File: src/rtl/qp_delta_debin.sv
// Serial debinarizer for cu_qp_delta_abs: TU prefix (cMax = CMAX) followed by an EG0 suffix.
// Define QP_DELTA_DEBIN_SIGN_EN to also consume the sign bin and drive signed cu_qp_delta.
module qp_delta_debin #(
   parameter int VALUE_WIDTH   = 16,
   parameter int BIN_WIDTH     = 16,
   parameter int CMAX          = 5,
   parameter int MAX_EG_PREFIX = 15
) (
   input  logic                   clk,
   input  logic                   rst_n,
   input  logic                   start,
   input  logic                   bin_valid,
   input  logic                   bin_i,
   output logic                   bin_ready,
   output logic                   done,
   output logic                   error,
   output logic [VALUE_WIDTH-1:0] cu_qp_delta_abs,
   output logic [BIN_WIDTH-1:0]   bin_length
`ifdef QP_DELTA_DEBIN_SIGN_EN
   ,
   output logic signed [VALUE_WIDTH:0] cu_qp_delta
`endif
);

   localparam int PW = $clog2(CMAX + 1);
   localparam int KW = $clog2(VALUE_WIDTH + 1);

   localparam logic [2:0] S_IDLE   = 3'd0;
   localparam logic [2:0] S_PREFIX = 3'd1;
   localparam logic [2:0] S_EG_PRE = 3'd2;
   localparam logic [2:0] S_EG_SUF = 3'd3;
   localparam logic [2:0] S_FIN    = 3'd4;
`ifdef QP_DELTA_DEBIN_SIGN_EN
   localparam logic [2:0] S_SIGN    = 3'd5;
   localparam logic [2:0] S_NZ_DONE = S_SIGN;
`else
   localparam logic [2:0] S_NZ_DONE = S_FIN;
`endif

   localparam logic [PW-1:0]          PCNT_LAST = PW'(CMAX - 1);
   localparam logic [KW-1:0]          K_LIMIT   = KW'(MAX_EG_PREFIX);
   localparam logic [VALUE_WIDTH-1:0] BASE0     = VALUE_WIDTH'(CMAX);

   logic [2:0]             state;
   logic [PW-1:0]          pcnt;
   logic [KW-1:0]          k;
   logic [KW-1:0]          rem;
   logic [VALUE_WIDTH-1:0] base;
   logic [VALUE_WIDTH-1:0] value;
   logic [VALUE_WIDTH-1:0] value_sfx;
   logic                   err;
   logic                   accept;
`ifdef QP_DELTA_DEBIN_SIGN_EN
   logic                   sign;
`endif

   always_comb begin
      bin_ready = (state == S_PREFIX) || (state == S_EG_PRE) || (state == S_EG_SUF);
`ifdef QP_DELTA_DEBIN_SIGN_EN
      bin_ready = bin_ready || (state == S_SIGN);
`endif
   end

   assign accept          = bin_valid && bin_ready && !start;
   assign done            = (state == S_FIN);
   assign error           = err;
   assign cu_qp_delta_abs = value;
   // The suffix is added into value bit by bit (weight 2^(rem-1)), so base + sfx needs no separate shifter.
   assign value_sfx = value + (VALUE_WIDTH'(bin_i) << (rem - 1'b1));

`ifdef QP_DELTA_DEBIN_SIGN_EN
   assign cu_qp_delta = sign ? -$signed({1'b0, value}) : $signed({1'b0, value});
`endif

   always_ff @(posedge clk or negedge rst_n) begin
      if (!rst_n) begin
         state      <= S_IDLE;
         pcnt       <= '0;
         k          <= '0;
         rem        <= '0;
         base       <= '0;
         value      <= '0;
         err        <= 1'b0;
         bin_length <= '0;
`ifdef QP_DELTA_DEBIN_SIGN_EN
         sign       <= 1'b0;
`endif
      end else if (start) begin
         state      <= S_PREFIX;
         pcnt       <= '0;
         k          <= '0;
         rem        <= '0;
         base       <= '0;
         value      <= '0;
         err        <= 1'b0;
         bin_length <= '0;
`ifdef QP_DELTA_DEBIN_SIGN_EN
         sign       <= 1'b0;
`endif
      end else begin
         if (accept && (bin_length != '1))
            bin_length <= bin_length + 1'b1;
         case (state)
            S_PREFIX: if (accept) begin
               if (!bin_i) begin
                  value <= VALUE_WIDTH'(pcnt);
                  state <= (pcnt != '0) ? S_NZ_DONE : S_FIN;
               end else if (pcnt == PCNT_LAST) begin
                  base  <= BASE0;
                  k     <= '0;
                  state <= S_EG_PRE;
               end else begin
                  pcnt <= pcnt + 1'b1;
               end
            end
            S_EG_PRE: if (accept) begin
               if (bin_i) begin
                  if (k == K_LIMIT) begin
                     err   <= 1'b1;
                     state <= S_FIN;
                  end else begin
                     base <= base + (VALUE_WIDTH'(1) << k);
                     k    <= k + 1'b1;
                  end
               end else if (k != '0) begin
                  value <= base;
                  rem   <= k;
                  state <= S_EG_SUF;
               end else begin
                  value <= base;
                  state <= (base != '0) ? S_NZ_DONE : S_FIN;
               end
            end
            S_EG_SUF: if (accept) begin
               value <= value_sfx;
               rem   <= rem - 1'b1;
               if (rem == KW'(1))
                  state <= (value_sfx != '0) ? S_NZ_DONE : S_FIN;
            end
`ifdef QP_DELTA_DEBIN_SIGN_EN
            S_SIGN: if (accept) begin
               sign  <= bin_i;
               state <= S_FIN;
            end
`endif
            S_FIN:   state <= S_IDLE;
            default: state <= S_IDLE;
         endcase
      end
   end

endmodule

File: config.mk
export PLATFORM = sky130hd
export DESIGN_NAME = qp_delta_debin
export DESIGN_NICKNAME = d
export VERILOG_FILES = /design/src/rtl/qp_delta_debin.sv
export SDC_FILE = /design/constraint.sdc
export NUM_CORES = 1
export LEC_CHECK = 0
export ABC_AREA = 0
export CAP_MARGIN = 20
export CELL_PAD_IN_SITES_DETAIL_PLACEMENT = 0
export CELL_PAD_IN_SITES_GLOBAL_PLACEMENT = 1
export CORE_MARGIN = 4
export CORE_UTILIZATION = 49
export CTS_BUF_LIST = sky130_fd_sc_hd__clkbuf_16
export DETAILED_ROUTE_END_ITERATION = 12
export PLACE_DENSITY_LB_ADDON = 0.1
export SYNTH_ARGS = -nofsm -noshare
export SYNTH_HDL_FRONTEND = slang
export SYNTH_SLANG_ARGS = --single-unit
File: constraint.sdc
create_clock -name clk -period 5 [get_ports clk]
set_clock_uncertainty 0.1 [all_clocks]
set_input_delay 0.75 -clock clk [delete_from_list [all_inputs] [get_ports clk]]
set_output_delay 0.75 -clock clk [all_outputs]
set_load 0.05 [all_outputs]
==> results.md <==
Yosys:
- The total of flip-flops plus latches after synthesis is 65.
- The cell count after synthesis is roughly 570.
- Among all flip-flop cells after synthesis, the most frequent one is dfrtp_1.
- Yosys mapped a number of flops with a built-in enable equal to 0.
- The average cell area after synthesis is roughly 8.6 um2.
- The share of the Yosys chip area taken by registers is roughly 33%.
- The number of distinct library cells after synthesis is between 60 and 70.
- The fraction of synthesized cell area taken by the top area cell type is 33.1%.
- Ranked by total cell area, the synthesized netlist is headed by dfrtp_1, ha_1, nor2_1, nand2_1, o21ai_0.
- Summing every instance area after synthesis gives ~4900 um2.
- The number of nets in the synthesized netlist is 618.
- The largest area contributor in the netlist is dfrtp_1.
- The share of flip-flops with an asynchronous set or reset is 100%.
- The synthesis warning total is 0.

STA:
- Derived from the worst setup path, the maximum achievable clock frequency is approximately 260 MHz.
- The final count of pins violating max slew is 0.
- The number of endpoints failing setup at the final stage is 0.
- The final critical path takes up ~80% of the cycle.
- Setup repair after global routing left no endpoint under its margin.
- The remaining max-slew budget at the tightest pin is about two fifths.
- The total negative slack for setup checks is 0 ns.
- The transition time of the tightest slew-check pin is approximately 0.92 ns.
- In the post-route analysis, the smallest setup slack over all paths is 1.10 ns.
- Hold is met by ~0.29 ns.
- The final critical delay including setup and external delays is a little under 4 ns.
- The number of hold violations in the final report was 0.

Pwr:
- IR analysis of the VDD net gives a maximum drop of 0.129 mV.
- The standby leakage power is around 0.0025 uW.
- Power spread over the standard cell area amounts to ~240 nW/um2.

Finish:
- For this run, the post-layout net count is ~650.
- The antenna diode count is 0.
- The most common library cell in the layout ignoring fill and taps is dfrtp_1.
- Summing all non-filler instances in the final layout gives an area of ~5700 um2.
- In the layout the commonest cells are dfrtp_1, nor2_1, nand2_1.
- The final core utilization is a little under 60%.
- The area growth from synthesis to layout is 15.9%.
- The ratio of cells with drive above 1 in the final layout is roughly 5.3%.

CTS:
- TritonCTS built the clock tree.
- The post-CTS clock slew at the launch and capture registers of the worst setup and hold paths is about 0.060 ns.
- The clock tree root buffer cell is clkbuf_16.
- The worst-case clock buffer depth is 2.
- The quantity of hold-fixing buffers added after cts is 0.
- The number of buffers inserted to repair setup after CTS is 0.
- The CTS H-tree depth is 3.
- The clock reaches the later pin of the worst-skew pair after between 0.3 and 0.4 ns.
- In this run, post-CTS repair resized a total of 0 instances.
- The total CTS buffers is 9.
- The clock drives 65 sinks.

Floorplan:
- The core region is between 9000 and 10000 um2.
- The count of pins on the block boundary is 40.
- The die area is 11700 um2.
- The chip height is between 100 and 150 um.
- The initial utilization of the core area, before any placement, comes to 50.2%.
- After floorplanning, the core was divided into 36 placement rows.
- The floorplan step set the die width to around 110 um.

Worst setup path:
- The data arrival time at the worst-slack endpoint is roughly 4.0 ns.
- The class of the most critical setup path is register to register.
- The required time at the endpoint of the critical path is between 5 and 6 ns.
- The worst register-to-register path ends at cu_qp_delta_abs[14].
- The worst register-to-register path has a depth of 16.
- The element type at the critical path end is a register.
- The peak per-stage delay on the critical path is about 0.45 ns.
- The most numerous cell type found on the critical path is a21oi_1.
- The worst register-to-register path begins at rem[0].
- In this run the register-to-register setup slack is 1.10 ns.
- Of all nets on the critical path, the largest fanout is 7.
- The critical path goes through inv_1, ha_1, nor3b_1, xnor2_1, and3_1, nand2_1, nor2_1, ha_1, fa_1, a21oi_1, o21ai_0, a21oi_1, o31a_1, a21oi_1, mux2i_1, nand2_1.
- Among all stages on the critical path, the largest delay is contributed by dfrtp_1.
- The critical path launch point type is a register.
- In this run the worst setup path begins at rem[0].

Routing:
- In the routed design, unresolved DRC markers number 0.
- In this run the remaining antenna-violating nets after routing total 0.
- The number of iterations in the first detailed-routing pass is 5.
- The detail-routed net length per standard cell is roughly 17 um.
- The final layout contains routed wiring with a total length of approximately 12000 um.
- The violation count after the first detailed-route iteration is roughly 250.
- The routed layout has about 4200 vias.
- The average via count per standard cell is 5.73.

Global routing:
- The maximum number of pins on one net before global-route repair is 45.
- The number of antenna violations at the first check in global routing was 0.
- The wire length of the first global-routing pass is approximately 21000 um.
- After global routing the overflow that remains totals 0.
- The via count of the first global-routing pass is 4154.
- The overall routing resource usage is ~22%.

Place:
- Routability-driven placement finished with a final weighted congestion of between 0.8 and 0.9.
- The instance area at placement is between 5000 and 6000 um2.
- Detailed placement ended at an HPWL of between 9000 and 10000 um.
- The number of input and output port buffers inserted is 39.
- At the placement stage, the worst setup path has a slack of roughly 1.2 ns.

Status:
- The flow ran to the end, and the final reports show no timing, DRC or antenna violations.

Hold path:
- In this run the worst hold path is classified as input port to asynchronous set/reset pin.

Run:
- Across the run, the number of max-cap violations was 0.
[how the worst max path moves through the flow]
stage,endpoint,slack (ns),cells after the start
finish,cu_qp_delta_abs[14],1.10,16
CTS,cu_qp_delta_abs[12],1.14,16
detailed placement,cu_qp_delta_abs[12],1.16,16
floorplan,cu_qp_delta_abs[14],1.64,16
global route,cu_qp_delta_abs[14],0.82,16
global placement,cu_qp_delta_abs[13],1.31,12
[synth_stat cells, types with 3 or more instances]
cell,number
dfrtp_1,65
o31ai_1,16
clkbuf_1,12
o211ai_1,3
a21o_1,10
xor2_1,23
a21oi_1,41
buf_2,7
o21ai_0,44
a21boi_0,4
nor2_1,60
ha_1,42
xnor2_1,20
nand4_1,7
and2_1,10
o21ai_1,3
o31a_1,4
a31oi_1,4
nand3_1,7
nor3b_1,6
o21a_1,5
and3_1,15
a22oi_1,6
nand2_1,59
inv_1,19
nor3_1,6
mux2i_1,10
nand2b_1,4
nor2b_1,9
or3_1,4
[area by class of cell]
type / count / area [um2]
tap: 133 / 166
multi-input combinational: 465 / 3130
fill: 897 / 4090
timing repair buffer: 43 / 415
inverter: 19 / 71.3
clock buffer: 9 / 225
sequential: 65 / 1630
clock inverter: 6 / 52.6
[through the flow]
step,instances,total power [uW]
2_1_floorplan,569,701
3_3_place_gp,725,760
3_5_place_dp,725,762
4_1_cts,740,1360
5_1_grt,740,1410
6_report,740,1350
[routing by layer]
layer	vias to the layer above	routed length [um]	GRT usage, %	share of wire [%]
met4	0	134	4.87	1.1
met1	2011	5960	31.4	49
met3	12	546	3.76	4.5
met2	107	5630	36.4	46
li1	2109	-	-	-
met5	-	0	0	0
[sequential cells by signal (all words and copies together), names as in the netlist]
| register | cells |
|---|---|
| k | 5 |
| rem | 5 |
| bin_length | 16 |
| error | 1 |
| cu_qp_delta_abs | 16 |
| state | 3 |
| pcnt | 3 |
| base | 16 |
[kinds of logic (layout without fill, tap and decap cells)]
group	after synthesis	in the layout	synth area share, %
AO/OA/AOI/OAI	162	162	21.6
XOR/XNOR	43	43	7.67
adder cells (fa/ha/maj)	45	45	11.7
buffers and inverters	39	77	3.16
flip-flops	65	65	33.1
multiplexers	10	10	2.04
AND/OR/NAND/NOR	205	205	20.7
[where the power goes]
group | internal (uW) | switching, uW | total [uW]
Sequential | 537 | 17.6 | 555
Combinational | 64.4 | 132 | 196
Clock | 376 | 227 | 603
Total | 978 | 376 | 1350
[critical path, delay by kind of cell, from the launching register on]
| kind | cells | cell delay (ns) |
|---|---|---|
| adder cells (fa/ha/maj) | 3 | 0.86 |
| buffers and inverters | 1 | 0.16 |
| XOR/XNOR | 1 | 0.15 |
| multiplexers | 1 | 0.16 |
| flip-flops | 1 | 0.45 |
| AO/OA/AOI/OAI | 5 | 1.08 |
| AND/OR/NAND/NOR | 5 | 0.82 |
Note: power is estimated with default switching activity, not from simulation.
